**src/rtl/rom_port_arbiter.sv**
```systemverilog
// rtl/rom_port_arbiter.sv - shares the combinational instruction-ROM read port between fetch and load
// Fetch has fixed priority; a saturating starvation counter forces a load grant after MAX_WAIT denials.
module rom_port_arbiter #(
  parameter int ADDR_W   = 11,
  parameter int DATA_W   = 32,
  parameter int MAX_WAIT = 4
) (
  input  logic              i_clk,
  input  logic              i_rst_n,
  input  logic              i_if_req,
  input  logic [ADDR_W-1:0] i_if_addr,
  output logic              o_if_gnt,
  output logic              o_if_rvalid,
  output logic [DATA_W-1:0] o_if_rdata,
  output logic              o_if_err,
  input  logic              i_ld_req,
  input  logic [ADDR_W-1:0] i_ld_addr,
  output logic              o_ld_gnt,
  output logic              o_ld_rvalid,
  output logic [DATA_W-1:0] o_ld_rdata,
  output logic              o_ld_err,
  output logic [ADDR_W-1:0] o_rom_addr,
  input  logic [DATA_W-1:0] i_rom_data
);

  localparam logic [3:0] MAX_WAIT_C = 4'(MAX_WAIT);

  logic [3:0]        r_wait_cnt;
  logic              r_if_rvalid;
  logic [DATA_W-1:0] r_if_rdata;
  logic              r_if_err;
  logic              r_ld_rvalid;
  logic [DATA_W-1:0] r_ld_rdata;
  logic              r_ld_err;

  logic              w_ld_win;
  logic              w_if_gnt;
  logic              w_ld_gnt;
  logic [ADDR_W-1:0] w_addr;
  logic              w_misaligned;
  logic [DATA_W-1:0] w_rdata;

  // Load wins when it is alone or has been starved for MAX_WAIT consecutive cycles.
  always_comb begin
    w_ld_win     = i_ld_req & (~i_if_req | (r_wait_cnt == MAX_WAIT_C));
    w_ld_gnt     = w_ld_win;
    w_if_gnt     = i_if_req & ~w_ld_win;
    w_addr       = '0;
    if (w_if_gnt) begin
      w_addr = i_if_addr;
    end else if (w_ld_gnt) begin
      w_addr = i_ld_addr;
    end
    w_misaligned = (w_addr[1:0] != 2'b00);
    w_rdata      = w_misaligned ? '0 : i_rom_data;
  end

  always_ff @(posedge i_clk or negedge i_rst_n) begin
    if (!i_rst_n) begin
      r_wait_cnt <= '0;
    end else if (!i_ld_req || w_ld_gnt) begin
      r_wait_cnt <= '0;
    end else if (r_wait_cnt != MAX_WAIT_C) begin
      r_wait_cnt <= r_wait_cnt + 4'd1;
    end
  end

  // Response data and error hold between grants; only rvalid pulses.
  always_ff @(posedge i_clk or negedge i_rst_n) begin
    if (!i_rst_n) begin
      r_if_rvalid <= 1'b0;
      r_if_rdata  <= '0;
      r_if_err    <= 1'b0;
    end else begin
      r_if_rvalid <= w_if_gnt;
      if (w_if_gnt) begin
        r_if_rdata <= w_rdata;
        r_if_err   <= w_misaligned;
      end
    end
  end

  always_ff @(posedge i_clk or negedge i_rst_n) begin
    if (!i_rst_n) begin
      r_ld_rvalid <= 1'b0;
      r_ld_rdata  <= '0;
      r_ld_err    <= 1'b0;
    end else begin
      r_ld_rvalid <= w_ld_gnt;
      if (w_ld_gnt) begin
        r_ld_rdata <= w_rdata;
        r_ld_err   <= w_misaligned;
      end
    end
  end

  assign o_if_gnt    = w_if_gnt;
  assign o_ld_gnt    = w_ld_gnt;
  assign o_rom_addr  = w_addr;
  assign o_if_rvalid = r_if_rvalid;
  assign o_if_rdata  = r_if_rdata;
  assign o_if_err    = r_if_err;
  assign o_ld_rvalid = r_ld_rvalid;
  assign o_ld_rdata  = r_ld_rdata;
  assign o_ld_err    = r_ld_err;

endmodule

```
**config.mk**
```make
export PLATFORM = sky130hd
export DESIGN_NAME = rom_port_arbiter
export DESIGN_NICKNAME = d
export VERILOG_FILES = /design/src/rtl/rom_port_arbiter.sv
export SDC_FILE = /design/constraint.sdc
export NUM_CORES = 1
export LEC_CHECK = 0
export BUFFER_PORTS_ARGS = -buffer_cell sky130_fd_sc_hd__buf_2
export CORE_MARGIN = 5
export CORE_UTILIZATION = 52
export DETAILED_ROUTE_END_ITERATION = 6
export PLACE_DENSITY = 0.94
export SYNTH_ARGS = -nofsm -noshare
export SYNTH_HDL_FRONTEND = slang
export SYNTH_SLANG_ARGS = --single-unit
```
**constraint.sdc**
```tcl
create_clock -name i_clk -period 4 [get_ports i_clk]
set_input_delay 0.4 -clock i_clk [delete_from_list [all_inputs] [get_ports i_clk]]
set_output_delay 0.4 -clock i_clk [all_outputs]
set_load 0.01 [all_outputs]
```
# After elaboration in Yosys (flattened, before gate mapping)
# Index checks and enable logic that the tools add are counted.
# W data, S select, Z words.
[totals]
register_bits = 72
in_bits = 58
out_inout_bits = 81
wordCells = 24
[classes]
addsub = 1
eq_ne = 2
mux = 5
n_bitwise = 5
reduce_logical = 4
[ops]
columns = ["cell", "n"]
rows = [
  ["$mux W32", 1],
  ["$mux W11", 2],
  ["$mux W4", 2],
  ["$add A4 B1 Y4 const B", 1],
  ["$eq A4 B3 Y1 const B", 1],
  ["$ne A4 B3 Y1 const B", 1],
  ["$reduce_bool A2 Y1", 2],
  ["$and A1 B1 Y1", 2],
  ["$not A1 Y1", 2],
  ["$logic_not A1 Y1", 1],
  ["$logic_or A1 B1 Y1", 1],
  ["$or A1 B1 Y1", 1],
]

# Logic depth before layout (Yosys ltp)
# Gate-level depths: netlist (run 1).
[logic_depth]
word_depth = 8
depth_mapped = 7
depth_no_buf = 5

# Worst setup path before layout (run 1)
# No wires, ideal clock.
[synth_path]
path_kind = "reg2out"
from = "reg r_wait_cnt[0]"
to = "out o_rom_addr[4]"
arrival_ns = 1.354
required_ns = 3.600
setup_slack_ns = 2.246
stages_incl_launch_ff = 8
path_buffers = 2
path_cell_list = "dfrtp_1 -> inv_1 -> ha_1 -> nand3b_2 -> a21boi_2 -> buf_6 -> buf_8 -> a21bo_2"
[synth_between]
elab_chain_cells = 6
elab_cells_between_ends = 7
classes_between = "eq/ne: 1; mux: 2; bitwise: 4"
[synth_lines]
columns = ["item", "line", "rtl"]
rows = [
  ["start: declaration", "28", "logic [3:0] r_wait_cnt;"],
  ["start signal: assignment", "64", "r_wait_cnt <= r_wait_cnt + 4'd1;"],
  ["$eq A4 B3 Y1 (*)", "45", "w_ld_win = i_ld_req & (~i_if_req | (r_wait_cnt == MAX_WAIT_C));"],
  ["$or A1 B1 Y1 (*)", "45", ""],
  ["$and A1 B1 Y1 (*)", "45", ""],
  ["$not A1 Y1", "47", "w_if_gnt = i_if_req & ~w_ld_win;"],
  ["$and A1 B1 Y1", "47", ""],
  ["$mux W11 (*)", "49", "if (w_if_gnt) begin"],
  ["end: declaration", "22", "output logic [ADDR_W-1:0] o_rom_addr,"],
]
# Mark *: on every way between the ends. The rest lies on a longest branch, timed or not.

# Final worst setup path (run 1)
[layout_path]
from = "reg r_wait_cnt[0]"
to = "out o_if_gnt"
[layout_between]
elab_chain_cells = 5
[layout_lines]
columns = ["item", "line", "rtl"]
rows = [
  ["$eq A4 B3 Y1", "45", ""],
  ["$or A1 B1 Y1", "45", ""],
  ["$and A1 B1 Y1", "45", ""],
  ["$not A1 Y1", "47", ""],
  ["$and A1 B1 Y1", "47", ""],
  ["end: declaration", "12", "output logic o_if_gnt,"],
]
# Every way passes these cells.

==> results of run 1 <==
kinds of logic after synthesis:
logic type      after synthesis  share of synthesized area [%]
simple gates                 86                           15.6
flops                        72                           53.0
buf+inv                      60                           9.50
compound gates               46                           11.0
mux                          33                           9.72
xor+xnor                      2                          0.515
fa+ha+maj                     2                          0.736
metal layers:
layer  routed length [um]  vias up  track usage [%]
li1                     -     1280                -
met1                 3490     1352             25.9
met2                 4230      116             35.1
met3                  662       12             5.08
met4                  138        0             7.70
met5                    0        -                0
area by class of cell:
cell class	instances	area, um2	area share (%)
inverters	37	139	3.25
repair buffers	143	731	17.1
multi-input cells	169	1290	30.2
clock buffers	11	131	3.08
well taps	77	96.3	2.26
clock inverters	5	81.3	1.91
flip-flops and latches	72	1800	42.2
sequential cells by signal (all words and copies together) (netlist names):
name         flops
o_ld_rvalid      1
o_if_rvalid      1
o_ld_rdata      32
o_if_rdata      32
o_if_err         1
o_ld_err         1
r_wait_cnt       4
synthesized netlist by cell type:
cell,count
nand2_2,1
buf_12,3
dfrtp_1,72
nand2_1,32
a31oi_1,1
xnor2_1,1
nor2_1,6
buf_8,1
xor2_1,1
a21oi_1,1
buf_6,4
buf_2,6
clkbuf_1,9
ha_1,2
a21bo_2,11
nand3b_2,1
nand4b_4,1
nand3_1,13
a21o_1,32
inv_1,37
a21boi_2,1
and4_1,32
mux2i_1,33
metrics by stage:
step / instance area, um2 / cells
CTS: 4270 / 514
detailed placement: 4060 / 498
floorplan: 3400 / 301
global placement: 4060 / 498
finish: 4270 / 514
global route: 4270 / 514
final timing paths:
kind	startpoint	endpoint	slack (ns)	cells after the start
worst min register to register	o_if_rdata[14]	o_if_rdata[14]	0.47	1
min in group i_clk	i_rom_data[10]	o_ld_rdata[10]	0.32	3
worst max register to register	r_wait_cnt[0]	o_ld_rdata[4]	1.79	6
max in group asynchronous	i_rst_n	o_ld_rdata[12]	3.22	1
worst max-delay path	r_wait_cnt[0]	o_if_gnt	1.21	7
worst min-delay path	i_rst_n	o_if_rdata[11]	0.17	1
where the power goes:
group / leakage [nW] / internal (W) / total [W] / switching (W)
clock network: 0.104 / 0.000352 / 0.000613 / 0.000261
registers: 0.961 / 0.000777 / 0.000805 / 0.0000275
logic: 1.47 / 0.000113 / 0.000257 / 0.000145
==> impl_metrics.tcl, run 1 <==
set metrics [dict create \
    die_height_um 90.9 \
    synthToLayoutAreaGrowth_pct 25.5 \
    synthTopCellsByArea "dfrtp_1, mux2i_1, and4_1" \
    worst_slew_pin_slew_ns 1.18 \
    drt-wirelength-per-cell_um 16.6 \
    chipWidth_um 90.9 \
    hold_viol 0 \
    fin_util_pct 67.2 \
    clkSlewWorstSetupHoldPaths_ns 0.08 \
    start_util_pct 53.5 \
    max_freq_mhz 358 \
    critPathBufInv 4 \
    relSlewSlack_pct 21.3 \
    worst_ep_arrival_time_ns 2.39 \
    synth_fp_nets 361 \
    grt_use_total_pct 20.9 \
    critPathTopFamily "buffers and inverters" \
    final_common_cell "buf_2" \
    cts_tree "yes" \
    path_max_fanout 46 \
    grt_start_max_net_pins 73 \
    synth_top_cell_area_share_pct 53.0 \
    viasPerCell 5.37 \
    postCtsHoldBufs 0 \
    routed_wirelength_mm 8.53 \
    ant_nets 0 \
    cap_violations 0 \
    fin_tns_setup_ns 0 \
    die_area_um2 8250 \
    post-dp-hpwl_mm 5.98 \
    p_per_area_nw_per_um2 392 \
    drv_slew 0 \
    cts_buffers 9 \
    path_common_cell "inv_1" \
    dr_total_vias 2760 \
    status "finished, final reports clean" \
    grt_pass1_vias 2959 \
    drt-pass1-iter-count 5 \
    placement_rows 29 \
    layout.cells.most_common_list "buf_2, dfrtp_1, inv_1" \
    n_antenna_cell 0 \
    cpPeakStageDelay_ns 0.49 \
    rsz0062_at_grt "false" \
    post_cts_resized 0 \
    ys_ff_latch 72 \
    hp-class "in -> async" \
    finClkSkew_ns 0.0130 \
    worst_slack_ns 1.21 \
    yosysSeqAreaShare_pct 53.0 \
    synth_area_leader_cell "dfrtp_1" \
    power_leakage_nw 2.54 \
    syn_area_um2 3400 \
    grt_pass1_wl_mm 14.2 \
    ys_types 23 \
    post-route-drc-count 0 \
    core_um2 6350 \
    ioPinCount 139 \
    cts_setup_buffers 0 \
    peakVddDrop_uv 210 \
    cts_sinks 72 \
    finalHoldWorstSlack_ns 0.170 \
    timing_worst_setup_path_type "reg -> out" \
    worst_setup_path_end_kind "output pin" \
    required_ns 3.60 \
    place_ws_ns 1.55 \
    fin_nets 492 \
    port_buffers 138 \
    n_fill_cell 497 \
    synth_cells 301 \
    crit_slowest_cell "nand2_2" \
    period_minus_slack_ns 2.79 \
    yosysWarnings 0 \
    clock-root-buffer "clkbuf_8" \
    final-setup-viol-count 0 \
    gr-total-overflow 0 \
    power_w 0.00167 \
    cp-start-kind "flop" \
    clock_latency_ns 0.33 \
    drive_above_1_share_pct 39.8 \
    clockBufferDepth 2 \
    htreeDepth 3 \
    antenna_found_initial 0 \
    worstPathCellList "inv_1 -> ha_1 -> nand4b_4 -> buf_4 -> nand2_2 -> inv_1 -> buf_2" \
    drtIter0Drc 90 \
    synth.avg_cell_area_um2 11.3 \
    routabilityCongestion 0.756 \
    period_share_pct 69.8 \
]
Power figures use the tool's default switching activity.
==> inputs of run 2 (changes only) <==
Settings changed: CORE_UTILIZATION 52 to 44, PLACE_DENSITY 0.94 to 0.86.
Clock period 4 ns to 2.2 ns, I/O delays scaled along.
==> impl_metrics.tcl, run 2 (synthesis gave the netlist of run 1 again) <==
set metrics [dict create \
    fin_util_pct 58.1 \
    ant_nets 0 \
    period_minus_slack_ns 2.07 \
    relSlewSlack_pct 67.7 \
    power_w 0.00291 \
    clock-root-buffer "clkbuf_8" \
    rsz0062_at_grt "false" \
    layout.cells.most_common_list "buf_2, dfrtp_1, inv_1" \
    crit_slowest_cell "dfrtp_1" \
    post-route-drc-count 0 \
    max_freq_mhz 483 \
    ioPinCount 139 \
    n_antenna_cell 0 \
    stdcell_count 551 \
    cts_buffers 9 \
    cp-start-kind "flop" \
    synthToLayoutAreaGrowth_pct 30.0 \
    critPathBufInv 4 \
    dpl.cell_count 528 \
    required_ns 1.98 \
    final-setup-viol-count 0 \
    cpPeakStageDelay_ns 0.41 \
    start_util_pct 44.7 \
    finalHoldWorstSlack_ns 0.127 \
    fin_tns_setup_ns 0 \
    power_leakage_nw 2.59 \
    hold_viol 0 \
    core_um2 7610 \
    worst_setup_path_end_kind "output pin" \
    clock_latency_ns 0.34 \
    final_common_cell "buf_2" \
    drt-pass1-iter-count 4 \
    dr_total_vias 2805 \
    worst_slew_pin_slew_ns 0.484 \
    hp-class "in -> reg" \
    gr-total-overflow 0 \
    post-dp-hpwl_mm 6.13 \
    grt_pass1_wl_mm 14.8 \
    port_buffers 138 \
    grt_start_max_net_pins 73 \
    drtIter0Drc 108 \
    timing_worst_setup_path_type "reg -> out" \
    p_per_area_nw_per_um2 658 \
    antenna_found_initial 0 \
    die_height_um 97.9 \
    critPathTopFamily "buffers and inverters" \
    finClkSkew_ns 0.00747 \
    worst_ep_arrival_time_ns 1.85 \
    drive_above_1_share_pct 41.9 \
    routed_wirelength_mm 8.70 \
    htreeDepth 3 \
    clkSlewWorstSetupHoldPaths_ns 0.08 \
    period_share_pct 94.0 \
    routabilityCongestion 0.715 \
    chipWidth_um 97.9 \
    viasPerCell 5.09 \
    grt_use_total_pct 18.8 \
    drv_slew 0 \
    die_area_um2 9580 \
    placement_rows 32 \
    worstPathCellList "inv_1 -> ha_2 -> nand3b_2 -> a21boi_4 -> buf_4 -> buf_12 -> buf_2" \
    clockBufferDepth 2 \
    grt_pass1_vias 3016 \
    drt-wirelength-per-cell_um 15.8 \
    cts_sinks 72 \
    peakVddDrop_uv 406 \
    cap_violations 0 \
    path_max_fanout 17 \
    cts_tree "yes" \
    status "finished, final reports clean" \
    fin_nets 504 \
]
## run 2: cell types whose count changed in the layout (fill, tap and decap cells not counted), moves of 2 or more
cell        previous run  this run
bufinv_16              2         0
clkinvlp_4             1         4
buf_12                 0         4
clkbuf_1               2         0
buf_4                  6        11
## run 2: tightest hold or removal path, cell delays in order
cell     delay (ns)
buf_2          0.10
nand2_1        0.05
mux2i_1        0.06
## run 2: layout make-up
class / instances / area (um2)
clock buffers: 10 / 138
clock inverters: 6 / 43.8
fillers: 674 / 3190
inverters: 37 / 139
multi-input cells: 170 / 1310
flip-flops and latches: 72 / 1800
well taps: 102 / 128
repair buffers: 154 / 863
## run 2: final timing paths
check	slack (ns)	to	depth (start not counted)	startpoint
min reg2reg	0.47	o_if_rdata[22]	1	o_if_rdata[22]
min	0.13	o_ld_rdata[8]	3	i_rom_data[8]
max in group asynchronous	1.43	o_if_rdata[5]	3	i_rst_n
min in group asynchronous	0.41	o_ld_rdata[30]	3	i_rst_n
max	0.13	o_ld_gnt	7	r_wait_cnt[0]
max reg2reg	0.38	o_if_rdata[14]	7	r_wait_cnt[0]
## run 2: per-layer routing
metal | GRT usage (%) | wire (um)
met1 | 23.3 | 3600
met2 | 31.2 | 4230
met3 | 5.79 | 709
met4 | 6.71 | 155
met5 | 0 | 0
## run 2: power by group
part | switching [W] | total (W) | internal [W]
clock | 0.000516 | 0.000958 | 0.000442
sequential | 0.0000500 | 0.00146 | 0.00141
combinational | 0.000265 | 0.000487 | 0.000222
## run 2: metrics by stage
step                      instance area [um2]  setup WS, ns
after floorplan                          3400         0.626
after global placement                   4160         0.366
after detailed placement                 4160         0.241
after CTS                                4420        0.0478
after global routing                     4420       0.00310
final                                    4420         0.131
## run 2: timing repair
action / CTS / global route
cloned: 1 / 0
hold endpoints to repair: 72 / 0
setup buffers: 5 / 0
resized for setup: 0 / 1
hold buffers: 1 / 0
pin swaps: 2 / 0
setup endpoints to repair: 12 / 13
